$ cat src/rtl/mapper_mmc1_ctrl.sv
// MMC1 mapper control: serial 5-bit register loading through a shift register,
// plus combinational PRG/CHR bank, mirroring and PRG-RAM enable decode.
module mapper_mmc1_ctrl (
  input  logic        clkCPU,
  input  logic        reset,
  input  logic        enable,
  input  logic [15:0] sys_addr,
  input  logic [7:0]  sys_data,
  input  logic        sys_rw,
  input  logic [13:0] ppu_addr,
  output logic [3:0]  prg_bank,
  output logic [4:0]  chr_bank,
  output logic [1:0]  mirroring,
  output logic        prg_ram_en
);

  logic [4:0] shift, shift_n;
  logic [2:0] count, count_n;
  logic [4:0] control, control_n;
  logic [4:0] chr0, chr0_n;
  logic [4:0] chr1, chr1_n;
  logic [4:0] prg, prg_n;
  logic       prev_wr;
  logic       write_ev;
  logic       accept;
  logic [4:0] load_val;
  logic       unused_bits;

  assign write_ev = enable & ~sys_rw & sys_addr[15];
  // The second edge of a read-modify-write double store must not shift.
  assign accept   = write_ev & ~prev_wr;

  assign unused_bits = ^{sys_data[6:1], sys_addr[12:0], ppu_addr[13], ppu_addr[11:0]};

  // State register
  always_ff @(posedge clkCPU or posedge reset) begin
    if (reset) begin
      shift   <= 5'h00;
      count   <= 3'd0;
      prev_wr <= 1'b0;
      control <= 5'h0C;
      chr0    <= 5'h00;
      chr1    <= 5'h00;
      prg     <= 5'h00;
    end else begin
      shift   <= shift_n;
      count   <= count_n;
      prev_wr <= write_ev;
      control <= control_n;
      chr0    <= chr0_n;
      chr1    <= chr1_n;
      prg     <= prg_n;
    end
  end

  // Next-state logic
  always_comb begin
    shift_n   = shift;
    count_n   = count;
    control_n = control;
    chr0_n    = chr0;
    chr1_n    = chr1;
    prg_n     = prg;
    load_val  = {sys_data[0], shift[4:1]};
    if (accept) begin
      if (sys_data[7]) begin
        shift_n   = 5'h00;
        count_n   = 3'd0;
        control_n = control | 5'h0C;
      end else if (count != 3'd4) begin
        shift_n = load_val;
        count_n = count + 3'd1;
      end else begin
        shift_n = 5'h00;
        count_n = 3'd0;
        case (sys_addr[14:13])
          2'd0:    control_n = load_val;
          2'd1:    chr0_n    = load_val;
          2'd2:    chr1_n    = load_val;
          default: prg_n     = load_val;
        endcase
      end
    end
  end

  // Output decode
  always_comb begin
    case (control[3:2])
      2'd2:    prg_bank = sys_addr[14] ? prg[3:0] : 4'h0;
      2'd3:    prg_bank = sys_addr[14] ? 4'hF : prg[3:0];
      default: prg_bank = {prg[3:1], sys_addr[14]};
    endcase
    if (control[4])
      chr_bank = ppu_addr[12] ? chr1 : chr0;
    else
      chr_bank = {chr0[4:1], ppu_addr[12]};
    mirroring  = control[1:0];
    prg_ram_en = enable & ~prg[4];
  end

endmodule

$ cat config.mk
export PLATFORM = sky130hd
export DESIGN_NAME = mapper_mmc1_ctrl
export DESIGN_NICKNAME = d
export VERILOG_FILES = /design/src/rtl/mapper_mmc1_ctrl.sv
export SDC_FILE = /design/constraint.sdc
export NUM_CORES = 1
export LEC_CHECK = 0
export CORE_MARGIN = 4
export CORE_UTILIZATION = 46
export CTS_CLUSTER_SIZE = 20
export DETAILED_ROUTE_END_ITERATION = 8
export PLACE_DENSITY = 0.82
export SLEW_MARGIN = 20
export SYNTH_ARGS = -nofsm -noshare
export SYNTH_HDL_FRONTEND = slang
export SYNTH_SLANG_ARGS = --single-unit
$ cat constraint.sdc
create_clock -name clkCPU -period 3 [get_ports clkCPU]
set_input_delay 0.9 -clock clkCPU [delete_from_list [all_inputs] [get_ports clkCPU]]
set_output_delay 0.9 -clock clkCPU [all_outputs]
set_load 0.05 [all_outputs]
== After elaboration in Yosys (flattened, before gate mapping) ==
Index checks and enable logic that the tools add are counted.

* Add/sub/neg operators: 1
* Equality and inequality tests: 6
* Mux-type cells: 12
* Bitwise logic cells: 10
* Reductions and logical operators: 8

{| class="wikitable"
|+ Operators by type and width
! kind !! number
|-
| $mux 4 || 5
|-
| $mux 5 || 4
|-
| $reduce_and 4->1 || 4
|-
| $pmux 4 s2 || 1
|-
| $eq 2x2->1 const B || 3
|-
| $mux 3 || 2
|-
| $not 1->1 || 6
|-
| $and 1x1->1 || 4
|-
| $add 3x1->3 const B || 1
|-
| $ne 3x3->1 const B || 1
|-
| $reduce_and 3->1 || 1
|-
| $reduce_or 3->1 || 1
|-
| $eq 2x1->1 const B || 1
|-
| $logic_not 2->1 || 1
|-
| $ne 2x2->1 const B || 1
|-
| $reduce_bool 2->1 || 1
|}

* Bits in registers: 29
* Bits of input ports: 42
* Output and inout port bits: 12

== Depth between registers and ports, before layout ==
Gate-level depths: netlist of run 1.

* Word-level depth: 5
* Mapped depth: 6

== Worst setup path after synthesis of run 1 ==
Ideal clock, no wire load.

* Path kind: input to output
* From: input port sys_addr[14]
* To: output port prg_bank[1]
* Arrival: 2.094 ns
* Data required time: 2.100 ns
* Setup slack: 0.006 ns
* Stages: 4
* Path buffers: 1
* Cells stage by stage: clkbuf_1 -> nand2b_1 -> a21oi_1 -> nor2_1

* Word-level cells in the longest chain between the ends: 2

{| class="wikitable"
|+ Ends and longest elaborated chain
! what !! RTL line !! source
|-
| start, declared || 7 || <nowiki>input logic [15:0] sys_addr,</nowiki>
|-
| $mux 4, on equally long branches || 90, 89 ||
|-
| $pmux 4 s2 (*) || 88 || <nowiki>case (control[3:2])</nowiki>
|-
| end, declared || 11 || <nowiki>output logic [3:0] prg_bank,</nowiki>
|}

Every way passes the cells marked *; elsewhere a longest branch is shown, timed or not.

== Final worst setup path of run 1 ==
* From: input port ppu_addr[12]
* To: output port chr_bank[2]

* Word-level cells in the longest chain between the ends: 2

{| class="wikitable"
|+ Ends and longest elaborated chain
! what !! RTL line !! source
|-
| start, declared || 10 || <nowiki>input logic [13:0] ppu_addr,</nowiki>
|-
| $mux 5 || 94 || <nowiki>chr_bank = ppu_addr[12] ? chr1 : chr0;</nowiki>
|-
| $mux 5 || 93 || <nowiki>if (control[4])</nowiki>
|-
| end, declared || 12 || <nowiki>output logic [4:0] chr_bank,</nowiki>
|}

No other way between the ends.

==> out/qor.txt, run 1 <==
Slowest cell on crit path: clkdlybuf4s50_1
Max Fclk: 0.340 GHz
CP Data Required Time: 2.10 ns
Final Hold Viols: 0
Nets: 182
Startpoint Class: primary input
Worst-path clk slew: 0.15 ns
first-pass GRT wire length: 5.00 mm
min Tclk post-route: 2.94 ns
share of layout cells above drive strength 1: 0.387
Synth area leaders: dfrtp_1 47%, mux2_2 15%, mux2_4 5.4%
max_cap viols: 0
post-DP HPWL: 2.15 mm
Die W: 63.0 um
Mapped Cells: 111
most common cell after layout, fill and taps aside: dfrtp_1
Syn Std Cell Area: 1390 sq um
Post-Syn Area per Cell: 12.5 sq um
CTS max path bufs: 2
Placer Congestion: 0.838
die area: 3970 sq um
I/O Buffers: 21
CP max FO: 4
Reg area: 703 sq um
clock sink total: 28
final core occ: 0.640
Crit path largest cell delay: 0.46 ns
Seq/Total Area, Yosys: 0.505
H-tree depth: 1
clock latency on the worst-skew pair: 0.33 ns
drt first pass iters: 4
drc violations: 0
GRT Util Overall: 0.158
Period Utilization, post-route: 0.981
Final WS setup: 0.0584 ns
status: completed
crit path cell chain: clkdlybuf4s50_1, nand2_2, mux2_2, buf_12
DRT iter0 DRCs: 66
final setup vio count: 0
initial antenna violation count: 0
I/O pin count: 54
filler instances: 197
Fin Clk Skew: 0.00363 ns
gr ovfl total: 0
Slew HR: 0.607
vias in the first global route: 1018
Area Overhead vs Synth: 30.1%
Die Height: 63.0 um
Power Total: 0.000822 W
worst hold path type: reg -> reg
pre-CTS setup slack: -0.00698 ns
Worst EP arrival: 2.04 ns
Root Buffer Master: clkbuf_4
Worst VDD drop: 0.315 mV
final wirelength: 2.87 mm
P per Cell Area: 454 nW/um^2
top-area cell type share of the netlist area: 0.468
Leakage Power: 0.862 nW
CTS tree: built
most frequent cells in the layout: 26 x dfrtp_1, 18 x mux2_2, 11 x clkdlybuf4s50_1, 10 x a21oi_1, 10 x buf_12
final slew viol count: 0
Yosys reg bits: 28
Mapped Nets: 155
critical path capture point type: output port
synth warn: 0
Yosys top cell by area: dfrtp_1
Row Count: 19
Vias/cell: 5.89
DRT antenna net count: 0
CTS Buf Count: 3
routed via count: 989
Worst Tran Pin Value: 0.581 ns
hold_buf cts: 0
pin count of the biggest net entering global routing: 18
multi-input logic area: 638 sq um
antenna fix cells: 0
TNS Setup: 0 ns
Starting Density: 0.492
WL per Instance: 17.1 um
CP Class: in -> out
Yosys cell types: 29
core footprint: 2830 sq um
synth_stat cells:
cell type  instances
a22o_1             6
o21bai_1           1
or4_1              1
nor3_1             1
a21oi_1           10
nor2b_1            2
nand3b_4           1
nor4_1             1
clkbuf_1           1
nor4bb_1           1
dfstp_2            2
o21ai_0            1
inv_2              1
a21o_1             1
nand4bb_1          1
buf_6              1
inv_1              5
nor2_1             9
dfrtp_1           26
buf_4              3
a311oi_1           1
mux2_2            18
mux2_4             5
and2_1             1
ha_1               2
a31oi_1            3
nand2b_1           2
nand2_1            2
nor4_4             2
timing repair:
action,4_1_cts,5_1_grt
setup endpoints to repair,3,3
pin swaps,0,1
gates resized for setup,1,3
setup buffers,0,0
per-layer routing:
metal  wire [um]  vias up  GRT usage
met4          46        0     0.0468
met3         148        7     0.0378
met1        1120      501      0.200
met5           0        -          0
li1            -      456          -
met2        1550       25      0.265
critical path: cells and delay by family:
family,cells,cell delay (ns)
buf+inv,2,0.61
mux,1,0.38
simple gates,1,0.15
per-stage QoR:
stage               std cells  instance area [sq um]  hold slack (ns)
floorplan                 111                   1390            0.475
global placement          164                   1750            0.484
detailed placement        164                   1750            0.494
CTS                       168                   1800            0.530
global route              168                   1810            0.544
finish                    168                   1810            0.523
state kept, by name, indices dropped and copies added, names as in the netlist:
register / flops
chr0: 5
chr1: 5
control: 5
prg: 5
shift: 4
count: 3
prev_wr: 1
power by group:
part	switching [W]	internal, W	total, W	leakage [nW]
combinational	0.0000776	0.0000693	0.000147	0.454
clock	0.000113	0.000135	0.000248	0.0279
sequential	0.0000261	0.000401	0.000427	0.380
final timing paths:
| kind | from | endpoint | slack [ns] | cells past startpoint |
|---|---|---|---|---|
| max | ppu_addr[12] | chr_bank[2] | 0.06 | 4 |
| min | control[0]$_DFFE_PP0P_ | control[0]$_DFFE_PP0P_ | 0.52 | 1 |
| max reg2reg | count[0]$_DFFE_PP0N_ | prg[0]$_DFFE_PP0P_ | 1.10 | 5 |
| min reg2reg | control[0]$_DFFE_PP0P_ | control[0]$_DFFE_PP0P_ | 0.52 | 1 |
| max in group asynchronous | reset | control[1]$_DFFE_PP0P_ | 1.56 | 3 |
| min in group asynchronous | reset | prg[0]$_DFFE_PP0P_ | 0.85 | 2 |
layout make-up:
cell class                      instances  area share
Clock buffer                            3      0.0124
Clock inverter                          1      0.0166
Inverter                                6      0.0124
Multi-Input combinational cell         72       0.352
Sequential cell                        28       0.388
Tap cell                               31      0.0214
Timing Repair Buffer                   27       0.196
logic make-up after synthesis:
kind of cell / count (synthesis) / synth area share
buf+inv: 11 / 0.0432
mux: 23 / 0.200
simple gates: 24 / 0.126
flops: 28 / 0.505
fa+ha+maj: 2 / 0.0180
compound gates: 23 / 0.108
(Power assumes the default switching activity.)
==> inputs of run 2 (changes only) <==
Settings changed: CAP_MARGIN set to 25.
==> results of run 2 <==
Final layout, timing and power as in run 1 (identical DEF).
